--- config.mk ---
export PLATFORM = sky130hd
export DESIGN_NAME = fetch_stage
export DESIGN_NICKNAME = d
export VERILOG_FILES = /design/src/rtl/fetch_pkg.sv /design/src/rtl/fetch_stage_pc_reg.sv /design/src/rtl/fetch_stage.sv
export SDC_FILE = /design/constraint.sdc
export NUM_CORES = 1
export LEC_CHECK = 0
export CAP_MARGIN = 10
export CORE_ASPECT_RATIO = 1.5
export CORE_MARGIN = 10
export CORE_UTILIZATION = 45
export CTS_CLUSTER_DIAMETER = 150
export CTS_CLUSTER_SIZE = 20
export DETAILED_ROUTE_END_ITERATION = 7
export PLACE_DENSITY = 0.79
export REMOVE_ABC_BUFFERS = 1
export SLEW_MARGIN = 30
export SYNTH_ARGS = -nofsm -noshare
export SYNTH_HDL_FRONTEND = slang
export SYNTH_SLANG_ARGS = --single-unit
--- constraint.sdc ---
create_clock -name clk -period 4.39 [get_ports clk]
set_input_delay 1.0975 -clock clk [delete_from_list [all_inputs] [get_ports clk]]
set_output_delay 1.0975 -clock clk [all_outputs]
set_load 0.01 [all_outputs]
--- src/rtl/fetch_pkg.sv ---
// fetch_pkg: encodings and default widths shared by the fetch and decode stages.
package fetch_pkg;
  localparam int ADDR_W_DEF = 32;
  localparam int DATA_W_DEF = 32;
  localparam logic [31:0] RESET_PC_DEF = 32'hBFC0_0000;
  localparam logic [31:0] NOP = 32'h0000_0013;
endpackage

--- src/rtl/fetch_stage_pc_reg.sv ---
// pc_reg: program counter register with redirect > stall > sequential next-PC selection.
module pc_reg
  import fetch_pkg::*;
#(
  parameter int ADDRESS_WIDTH = ADDR_W_DEF,
  parameter logic [ADDRESS_WIDTH-1:0] RESET_PC = ADDRESS_WIDTH'(RESET_PC_DEF)
) (
  input  logic                     clk,
  input  logic                     rst_n,
  input  logic                     stall,
  input  logic                     redirect,
  input  logic [ADDRESS_WIDTH-1:0] target,
  output logic [ADDRESS_WIDTH-1:0] pc,
  output logic [ADDRESS_WIDTH-1:0] pc_plus4
);
  logic [ADDRESS_WIDTH-1:0] pc_next;
  assign pc_plus4 = pc + ADDRESS_WIDTH'(4);
  always_comb pc_next = redirect ? target : stall ? pc : pc_plus4;
  always_ff @(posedge clk or negedge rst_n)
    if (!rst_n) pc <= RESET_PC;
    else pc <= pc_next;
endmodule

--- src/rtl/fetch_stage.sv ---
// fetch_stage: PC plus IF/ID pipeline register; FETCH_MISALIGN_CHECK_EN enables the
// sticky misaligned-redirect flag.
module fetch_stage
  import fetch_pkg::*;
#(
  parameter int ADDRESS_WIDTH = ADDR_W_DEF,
  parameter int DATA_WIDTH = DATA_W_DEF,
  parameter logic [ADDRESS_WIDTH-1:0] RESET_PC = ADDRESS_WIDTH'(RESET_PC_DEF)
) (
  input  logic                     clk,
  input  logic                     rst_n,
  input  logic                     stall,
  input  logic                     flush,
  input  logic                     redirect,
  input  logic [ADDRESS_WIDTH-1:0] branch_target,
  output logic [ADDRESS_WIDTH-1:0] pc,
  input  logic [DATA_WIDTH-1:0]    instr_in,
  output logic [DATA_WIDTH-1:0]    instr_d,
  output logic [ADDRESS_WIDTH-1:0] pc_d,
  output logic [ADDRESS_WIDTH-1:0] pc_plus4_d,
  output logic                     valid_d,
  output logic                     misalign_err
);
  localparam logic [DATA_WIDTH-1:0] NOP_W = DATA_WIDTH'(NOP);
  logic [ADDRESS_WIDTH-1:0] pc_plus4;
  logic [ADDRESS_WIDTH-1:0] target;
  // Low address bits are always dropped; the PC stays word aligned.
  assign target = branch_target & ~ADDRESS_WIDTH'(3);
  pc_reg #(
    .ADDRESS_WIDTH(ADDRESS_WIDTH),
    .RESET_PC(RESET_PC)
  ) u_pc_reg (
    .clk(clk),
    .rst_n(rst_n),
    .stall(stall),
    .redirect(redirect),
    .target(target),
    .pc(pc),
    .pc_plus4(pc_plus4)
  );
  always_ff @(posedge clk or negedge rst_n)
    if (!rst_n) begin
      instr_d <= NOP_W;
      pc_d <= '0;
      pc_plus4_d <= '0;
      valid_d <= 1'b0;
    end else if (flush) begin
      instr_d <= NOP_W;
      valid_d <= 1'b0;
    end else if (!stall) begin
      instr_d <= instr_in;
      pc_d <= pc;
      pc_plus4_d <= pc_plus4;
      valid_d <= 1'b1;
    end
`ifdef FETCH_MISALIGN_CHECK_EN
  always_ff @(posedge clk or negedge rst_n)
    if (!rst_n) misalign_err <= 1'b0;
    else if (redirect && |branch_target[1:0]) misalign_err <= 1'b1;
`else
  assign misalign_err = 1'b0;
`endif
endmodule

# After elaboration in Yosys (flattened, before gate mapping)
# Index checks and enable logic that the tools add are counted.
op_classes:
  n_addsub: 1
  eq_ne: 2
  n_mux: 6
  n_bitwise: 2
  n_reduce_logical: 1
op_table:
  columns: ["cell", "count"]
  rows:
  - ["$mux 32", 4]
  - ["$add 32x3->32 const B", 1]
  - ["$ne 2x1->1 const B", 2]
  - ["$mux 1", 2]
  - ["$not 1->1", 2]
  - ["$reduce_and 2->1", 1]
word_totals:
  regBits: 129
  inputBits: 69
  out_inout_bits: 130
  word_cells: 17

# Logic depth before layout (Yosys ltp)
depth:
  depth_word: 3
  depth_mapped: 8
  depth_no_buf: 5

# Cells and area by module
# A second synthesis with hierarchy kept.
unflattened:
  cells_unflattened: 524
  hier_area_um2: 6147.1
by_module_without_submodules:
  columns: ["mod", "n_inst", "cells_per_inst", "area_per_inst_um2", "seq_area_each_um2"]
  rows:
  - ["fetch_stage", 1, 244, 3747.3, 2431.1]
  - ["pc_reg", 1, 280, 2399.8, 812.0]

# Least setup slack after synthesis
# Ideal clock, no wire load.
synth_path:
  path_kind: "input to register"
  from: "in flush"
  to: "reg pc_plus4_d[21]"
  setup_ns: 0.087
  t_arrival_ns: 2.288
  required_ns: 4.303
  setup_slack_ns: 2.015
  stages: 4
  path_buffers: 1
  path_cell_list: "clkbuf_1 > or2_2 > or4_2 > o211ai_1"
synth_via:
  elab_chain_cells: 2
synth_lines:
  columns: ["item", "line", "source"]
  rows:
  - ["start: declaration", "fetch_stage.sv:13", "input logic flush,"]
  - ["$not 1->1 (no line)", null, null]
  - ["$reduce_and 2->1 (no line)", null, null]
  - ["end signal: assignment", "fetch_stage.sv:53", "pc_plus4_d <= pc_plus4;"]
  - ["end: declaration", "fetch_stage.sv:20", "output logic [ADDRESS_WIDTH-1:0] pc_plus4_d,"]
# No other way between the ends.
# A chain may end at the register's enable or synchronous reset.

# Worst setup path in the final report
layout_path:
  from: "reg u_pc_reg.pc[14]"
  to: "out pc[14]"
layout_lines:
  columns: ["item", "line", "source"]
  rows:
  - ["start: declaration", "fetch_stage_pc_reg.sv:13", "output logic [ADDRESS_WIDTH-1:0] pc,"]
  - ["start signal: assignment", "fetch_stage_pc_reg.sv:21", "else pc <= pc_next;"]
  - ["end: declaration", "fetch_stage.sv:16", "output logic [ADDRESS_WIDTH-1:0] pc,"]
# No word-level cell between the ends.

==> impl_metrics.tcl <==
set metrics [dict create \
    status "finished, final reports clean" \
    ys_types 50 \
    r2r_start "u_pc_reg.pc[11]" \
    ff2ff_path_depth 4 \
    viasPerCell 5.50 \
    fp.dieH_um 161 \
    cts_setup_buffers 0 \
    largest_reg_flops 32 \
    cts_tree "done" \
    fp.dieW_um 114 \
    io_buffers 189 \
    wl_per_cell_um 19.8 \
    netlist_area_um2 5940 \
    syn_inst 630 \
    cts_buffers 17 \
    cap_violations 0 \
    ir_drop_mv 0.263 \
    grt_start_max_net_pins 74 \
    top_register "instr_d" \
    seq_power_share 0.392 \
    slew_viol_final 0 \
    synth_area_leaders "dfrtp_1 47%, nand2_1 8.5%, dfstp_2 5.3%, mux2i_1 5.1%, nor2_1 3.9%" \
    clock_latency_ns 0.41 \
    fin_crit_sh 0.632 \
    hold_buffers 0 \
    rsz0062_at_grt "no" \
    finalSetupViolCount 0 \
    min_period_ns 2.77 \
    slew_headroom 0.529 \
    cts.repair.resized 0 \
    cp_slowest_stage_delay_ns 0.64 \
    hold_class "reg2reg" \
    drive_gt1_frac 0.0782 \
    fin_skew_ns 0.00701 \
    num-fill-cells 1000 \
    cts.sinks 123 \
    switching_share 0.273 \
    fin_nets 863 \
    netSwitchingPower_mw 0.969 \
    antenna_cells 0 \
    synth_edf_count 0 \
    cts-root-buf "clkbuf_16" \
    syn_to_final_growth_pct 42.1 \
    fin_area_um2 8440 \
    initial_core_util 0.459 \
    detailed_place.area_um2 7810 \
    synth_seq_area_share 0.521 \
    first_global_vias 5610 \
    syn_area_per_cell_um2 9.43 \
    synth_top_area_share 0.468 \
    cp.required_ns 3.29 \
    layout_common_cells "187 x clkdlybuf4s50_1, 134 x nand2_1, 111 x dfrtp_1, 61 x nor2_1, 36 x o21ai_0" \
    synth-seq-cells 123 \
    p_int_mw 2.58 \
    grt_use_total 0.211 \
    h-tree-depth 4 \
    num_rows 51 \
    arrival_ns 1.68 \
    start_kind "flop" \
    drcViolationCount 0 \
    ios 199 \
    power_frac_comb 0.189 \
    fp.coreArea_um2 13000 \
    firstDrtPassIters 5 \
    r2r_setup_slack_ns 1.84 \
    gp_congestion 0.828 \
    postRouteAntennaNets 0 \
    end_kind "output port" \
    crit_chain "clkdlybuf4s50_1" \
    hpwl_um 13900 \
    powerDensity_nw_per_um2 421 \
    clk_pin_slew_ns 0.06 \
    max_clock_freq_mhz 360 \
    wirelength_um 19100 \
    die_area_um2 18300 \
    tightest_slew_ns 0.707 \
    critical_path_class "reg2out" \
    crit_slowest_cell "clkdlybuf4s50_1" \
    synth_ff_type "dfrtp_1" \
    seqCellArea_um2 3090 \
    rr_endpoint "u_pc_reg.pc[28]" \
    crit_family "buffers and inverters" \
    power_frac_clock 0.419 \
    antenna_found_initial 0 \
    hold_viol_final 0 \
    path_buf_inv 1 \
    crit_fanout 12 \
    power.leakage_nw 3.55 \
    overflow 0 \
    worstHoldPathCells 2 \
    whs_endpoint "pc_d[25]" \
    dr_total_vias 5307 \
    async_reset_ff_frac 1.00 \
    multi_input_area_um2 2540 \
    min_from "pc_d[25]" \
    setup-tns-final_ns 0 \
    drt_iter0_drc 320 \
    layout_commonest_cell "clkdlybuf4s50_1" \
    yosys_warnings 0 \
    clockBufferDepth 2 \
    synth_top_area_cell "dfrtp_1" \
    grt_pass1_wl_um 31100 \
]
## worst max-delay path by stage
stage / depth (start not counted) / slack [ns] / endpoint / from
after floorplan: 3 / 1.13 / pc_plus4_d[21] / stall
after global placement: 5 / 1.44 / pc_plus4_d[18] / flush
after detailed placement: 5 / 1.41 / pc_plus4_d[18] / stall
after CTS: 4 / 1.55 / u_pc_reg.pc[28] / u_pc_reg.pc[11]
after global routing: 1 / 1.54 / pc[14] / u_pc_reg.pc[14]
final: 1 / 1.62 / pc[14] / u_pc_reg.pc[14]
## cells by family (layout without fill, tap and decap cells)
family	Yosys count	in the layout	synth area share
simple gates	296	296	0.237
buf+inv	64	234	0.0577
flops	123	123	0.521
fa+ha+maj	1	1	0.00211
xor+xnor	25	25	0.0369
other cells	1	7	0.000631
compound gates	90	90	0.0950
mux	30	30	0.0505
## per-stage QoR
step	power [mW]	std cells	util	hold WS, ns	setup WS [ns]
3_3_place_gp	2.06	933	0.603	0.458	1.44
6_report	3.55	965	0.652	0.473	1.62
2_1_floorplan	1.62	576	-	0.513	1.13
4_1_cts	3.58	965	0.651	0.478	1.55
3_5_place_dp	2.09	933	0.603	0.462	1.41
5_1_grt	3.71	965	0.652	0.492	1.54
## cells in the mapped netlist, types with 7 or more instances
cell	instances
o211ai_1	7
or4_1	22
nand3_1	18
clkbuf_1	32
nand2_1	134
or3_1	11
buf_2	9
dfrtp_1	111
nor2_1	62
nand4_1	10
a31oi_1	24
o31ai_1	15
dfstp_2	12
buf_4	8
mux2i_1	30
nor3_1	7
o21ai_0	36
xnor2_1	20
## power by group through the flow
stage               Combinational [mW]  Sequential (mW)  Clock [mW]
detailed placement               0.678             1.41           0
global placement                 0.662             1.40           0
floorplan                        0.178             1.44           0
global route                     0.733             1.41        1.57
finish                           0.670             1.39        1.49
CTS                              0.682             1.39        1.50
## worst register-to-register path: stages, from the launching register on
cell     delay, ns
dfrtp_1       0.52
and4_1        0.51
nand3_2       0.49
or4b_2        0.77
a31oi_1       0.18
## routing by layer
metal	track usage	vias up	routed length, µm
li1	-	2502	-
met1	0.229	2542	7030
met2	0.351	240	9550
met3	0.105	23	2180
met4	0.0691	0	336
met5	0	-	0
## final cells by class
class                      instances  share of cell area
timing repair buffer             198               0.233
tap                              159              0.0236
multi-input combinational        449               0.301
clock buffer                      18              0.0508
sequential                       123               0.366
inverter                           4             0.00178
clock inverter                    14              0.0234
No activity file was read; power rests on OpenSTA's default activity.
